<file path="src/rtl/fetch_ctrl.sv">
// F-stage fetch controller: owns the PC, runs the IM req/ack handshake and
// folds D-stage redirects into the next PC with delay-slot semantics.
module fetch_ctrl #(
    parameter logic [31:0] RESET_PC = 32'h0000_3000
) (
    input  logic        clk,
    input  logic        reset,
    input  logic        stall_i,
    input  logic        redirect_i,
    input  logic [31:0] redirect_pc_i,
    output logic        im_req_o,
    output logic [31:0] im_addr_o,
    input  logic        im_ack_i,
    input  logic [31:0] im_rdata_i,
    output logic [31:0] f_pc_o,
    output logic [31:0] f_instr_o,
    output logic        f_valid_o,
    output logic        fd_en_o,
    output logic [31:0] instr_cnt_o
);

    typedef enum logic [1:0] {
        S_IDLE = 2'd0,
        S_REQ  = 2'd1,
        S_HOLD = 2'd2
    } state_e;

    state_e      state_q, state_d;
    logic [31:0] pc_q, pc_d;
    logic [31:0] buf_q, buf_d;
    logic        pend_q, pend_d;
    logic [31:0] pend_pc_q, pend_pc_d;
    logic [31:0] cnt_q, cnt_d;

    // NOTE: state registers use non-blocking assignments so every flop samples
    // the pre-edge values; buf_q is a plain register and is reset like the rest.
    always_ff @(posedge clk or posedge reset) begin
        if (reset) begin
            state_q   <= S_IDLE;
            pc_q      <= RESET_PC;
            buf_q     <= '0;
            pend_q    <= 1'b0;
            pend_pc_q <= '0;
            cnt_q     <= '0;
        end else begin
            state_q   <= state_d;
            pc_q      <= pc_d;
            buf_q     <= buf_d;
            pend_q    <= pend_d;
            pend_pc_q <= pend_pc_d;
            cnt_q     <= cnt_d;
        end
    end

    always_comb begin
        // NOTE: every signal gets a default first so no path leaves one
        // unassigned, which would otherwise infer a latch.
        state_d   = state_q;
        pc_d      = pc_q;
        buf_d     = buf_q;
        pend_d    = pend_q;
        pend_pc_d = pend_pc_q;
        cnt_d     = cnt_q;
        im_req_o  = 1'b0;
        f_valid_o = 1'b0;
        f_instr_o = '0;

        unique case (state_q)
            S_IDLE: state_d = S_REQ;
            S_REQ: begin
                im_req_o = 1'b1;
                if (im_ack_i) begin
                    f_valid_o = 1'b1;
                    f_instr_o = im_rdata_i;
                    if (stall_i) begin
                        buf_d   = im_rdata_i;
                        state_d = S_HOLD;
                    end
                end
            end
            S_HOLD: begin
                f_valid_o = 1'b1;
                f_instr_o = buf_q;
                if (!stall_i) state_d = S_REQ;
            end
            default: state_d = S_IDLE;
        endcase

        fd_en_o = f_valid_o & ~stall_i;

        // The instr moving into D is the delay slot, so a redirect seen now
        // (or one parked earlier) steers the PC after it.
        if (fd_en_o) begin
            cnt_d  = cnt_q + 32'd1;
            pend_d = 1'b0;
            if (pend_q)          pc_d = pend_pc_q;
            else if (redirect_i) pc_d = redirect_pc_i;
            else                 pc_d = pc_q + 32'd4;
        end else if (redirect_i && !stall_i && !pend_q) begin
            pend_d    = 1'b1;
            pend_pc_d = redirect_pc_i;
        end
    end

    assign im_addr_o   = pc_q;
    assign f_pc_o      = pc_q;
    assign instr_cnt_o = cnt_q;

endmodule

</file>
<file path="config.mk">
export PLATFORM = sky130hd
export DESIGN_NAME = fetch_ctrl
export DESIGN_NICKNAME = d
export VERILOG_FILES = /design/src/rtl/fetch_ctrl.sv
export SDC_FILE = /design/constraint.sdc
export NUM_CORES = 1
export LEC_CHECK = 0
export CORE_UTILIZATION = 35
export CTS_BUF_LIST = sky130_fd_sc_hd__clkbuf_16
export CTS_CLUSTER_SIZE = 40
export DETAILED_ROUTE_END_ITERATION = 7
export PLACE_DENSITY = 0.69
export SYNTH_ARGS = -nofsm -noshare
export SYNTH_HDL_FRONTEND = slang
export SYNTH_SLANG_ARGS = --single-unit
</file>
<file path="constraint.sdc">
create_clock -name clk -period 11.05 [get_ports clk]
set_input_delay 1.105 -clock clk [delete_from_list [all_inputs] [get_ports clk]]
set_output_delay 1.105 -clock clk [all_outputs]
set_load 0.02 [all_outputs]
</file>
==> summary.txt <==
Layout
  – Diodes inserted: 0
  – Multi-input combinational cell area: 3334 sq um
  – Storage element area: 3281 sq um
  – Area Growth Syn to Fin: 36.32%
  – Fillers: 1834
  – Final nets: 934
  – Layout cells sized above 1: 12.26%
  – Layout Utilization: 49.08%

Placed design
  – Port Buffer Count: 199
  – GPL Wtd Cong: 0.7717
  – Final HPWL DP: 12580 um
  – Pre-CTS WS: 6.900 ns

Yosys
  – Main combinational cell family by area after synthesis: simple AND/OR/NAND/NOR gates
  – Avg Inst Size Synth: 10.01 sq um
  – Simple-gate share of the synthesized area: 16.98%
  – Post-synthesis register bit count: 131
  – Most used DFF post-synth: dfrtp_1
  – Synth top area cells: dfrtp_1 46%, mux2_2 9.1%, a22oi_1 3.9%, buf_4 3.4%, xnor2_1 3.2%
  – Post-synthesis cell area: 7076 sq um
  – Post-synth EDFFs: 0
  – Leading area contributor after synthesis: dfrtp_1
  – Yosys cell types: 59
  – Async SR Flop Fraction: 100.0%
  – Cell count after synthesis: 707
  – Share of the synthesized area in the top cell type: 45.62%
  – Register area share after synthesis: 46.37%
  – Most common cell in the synthesized netlist: dfrtp_1
  – Syn nets: 781
  – Synth cell count leaders: 129 x dfrtp_1, 60 x nand2_1, 57 x mux2_2, 42 x nor2_1, 37 x a22oi_1
  – Adder-cell share of the synthesized area: 0.8842%
  – YS warnings: 0
  – Complex-gate fraction of the synthesized area: 13.40%
  – Mux share of post-synthesis cell area: 10.70%
  – Post-Synth XOR/XNOR Area: 5.075%

Hold path
  – Worst hold path class: flip-flop to flip-flop

Detailed routing
  – Met1 wire length: 8680 um
  – Avg WL per Cell: 16.71 um
  – Drt via density: 5.255
  – Remaining antenna violation count: 0
  – Metal3 WL: 1034 um
  – Met2 wire length: 8941 um
  – DRT Pass-1 Iters: 7
  – Final wirelength: 19020 um
  – Vias: 5980
  – Initial DRC Count: 387
  – Highest metal used: met4
  – DRC viols: 0

Timing
  – Worst setup margin: 6.732 ns
  – Final hold viol count: 0
  – Final Skew: 0.009345 ns
  – Tmin final: 4.318 ns
  – Final setup fails: 0
  – Fin. max-slew vios: 0
  – Worst-Margin Slew: 0.9245 ns
  – Final worst-path cycle share: 39.08%
  – Slew Limit Headroom: 38.37%
  – RSZ-0062 raised after global routing: no
  – Final TNS setup: 0 ns
  – Peak Freq: 231.6 MHz

Clock network
  – H-Tree Level Count: 4
  – CTS tree: built
  – Setup bufs post-CTS: 0
  – Post-cts sizing count: 0
  – Hold_buf cts: 0
  – Clk_lat worst skew: 0.42 ns
  – Root Driver: clkbuf_16
  – Clock Tree Buf Depth: 2
  – Clock sink total: 131
  – Clk slew on worst S/H paths: 0.06 ns
  – TritonCTS Buffers: 17

Pwr
  – Total power: 2.530 mW
  – Peak supply drop: 138.8 uV
  – Lkg Pwr: 3.818 nW
  – PD cells: 262.3 nW/um^2

Floorplanning
  – Die Y: 144.2 um
  – Std-Cell Rows: 51
  – DIE WIDTH: 144.2 um
  – Initial core utilization: 36.00%
  – IO Count: 200
  – Core Region: 19650 sq um
  – Die area: 20790 sq um

GRT
  – Initial antenna violation count: 0
  – Gr ovfl total: 0
  – Vias in the first global route: 5704
  – Gr usage total: 18.76%
  – Largest net degree at the start of global routing: 67
  – First-pass GRT wire length: 30230 um

Status
  – Status: finished, final reports clean

Worst setup path
  – CP Cell Sequence: inv_1 -> ha_1 -> nor2b_1 -> nand2_1 -> buf_4 -> inv_1 -> clkdlybuf4s50_1
  – Top cell by count, worst path: inv_1
  – CP Capture Type: primary output
  – Arr. time, crit path: 3.21 ns
  – Cell family with most CP delay: buffers and inverters
  – Worst Path Buf+Inv: 4
  – Max FO, Critical Path: 53
  – Crit Path Category: flip-flop to primary output
  – Max stage delay on crit path: 0.87 ns
  – Slowest CP cell: ha_1
  – R2r setup slk: 7.64 ns
  – Worst Path Required: 9.95 ns
  – Startpoint types: flip-flop

Flow run
  – Max Cap Viol: 0
[cell usage in the layout, fill, tap and decap left out, types with 15 or more instances in the layout]
cell and count:
nor2b_1 34, nand2_1 60, a22oi_1 37, nand4_1 18
o21ai_0 23, dfrtp_1 129, nand3_1 30, clkdlybuf4s50_1 198
xnor2_1 26, nor2_1 42, a21oi_1 36, clkbuf_16 17
mux2_2 57, xor2_1 15, inv_1 16
[worst paths after layout]
path | start | to | cells after the start
setup / recovery | state_q[1] | fd_en_o | 7
hold / removal | instr_cnt_o[31] | instr_cnt_o[31] | 1
setup reg to reg | state_q[1] | f_pc_o[10] | 9
hold reg to reg | instr_cnt_o[31] | instr_cnt_o[31] | 1
max in group asynchronous | reset | instr_cnt_o[1] | 3
min in group asynchronous | reset | pend_pc_q[21] | 2
[report_power, final]
part / switching (mW) / internal, mW / total [mW]
Clock: 0.226 / 0.334 / 0.560
Sequential: 0.178 / 0.667 / 0.844
Combinational: 0.576 / 0.551 / 1.13
[through the flow]
step	hold slack [ns]	cells	instance area, sq um
after floorplan	0.4584	707	7076
after global placement	0.4690	1106	9062
after detailed placement	0.4580	1106	9062
after CTS	0.4777	1138	9646
after global routing	0.4874	1138	9646
final	0.4794	1138	9646
[logic make-up (layout without fill, tap and decap cells)]
logic type                 after synthesis  in the layout
and+or+nand+nor                        229            229
AOI/OAI and AO/OA                      143            143
DFF                                    131            131
buffers and inverters                   90            256
muxes                                   68             68
xor gates and xnor gates                41             41
adders and majority gates                5              5
[worst reg2reg max path, delay by kind of cell (launching register included)]
kind	cells	cell delay, ns
AOI/OAI and AO/OA	1	0.41
DFF	1	0.39
buffers and inverters	4	0.88
and+or+nand+nor	3	0.75
adders and majority gates	1	0.87
[final cells by class]
type / instances / share of cell area, %
inverters: 17 / 0.7135
multi-input cells: 486 / 34.57
flip-flops and latches: 131 / 34.01
clock inverters: 15 / 1.634
well taps: 265 / 3.438
clock buffers: 17 / 4.410
repair buffers: 207 / 21.22
[state kept, by name, indices dropped and copies added, names as in the netlist]
name and flops:
buf_q 32, f_pc_o 32, instr_cnt_o 32, pend_pc_q 32, pend_q 1, state_q 2
[metal layers]
layer / track usage, % / vias to the layer above
met3: 4.073 / 22
met5: 0 / -
li1: - / 2824
met2: 29.77 / 164
met1: 24.93 / 2970
met4: 7.258 / 0
Power figures use the tool's default switching activity.
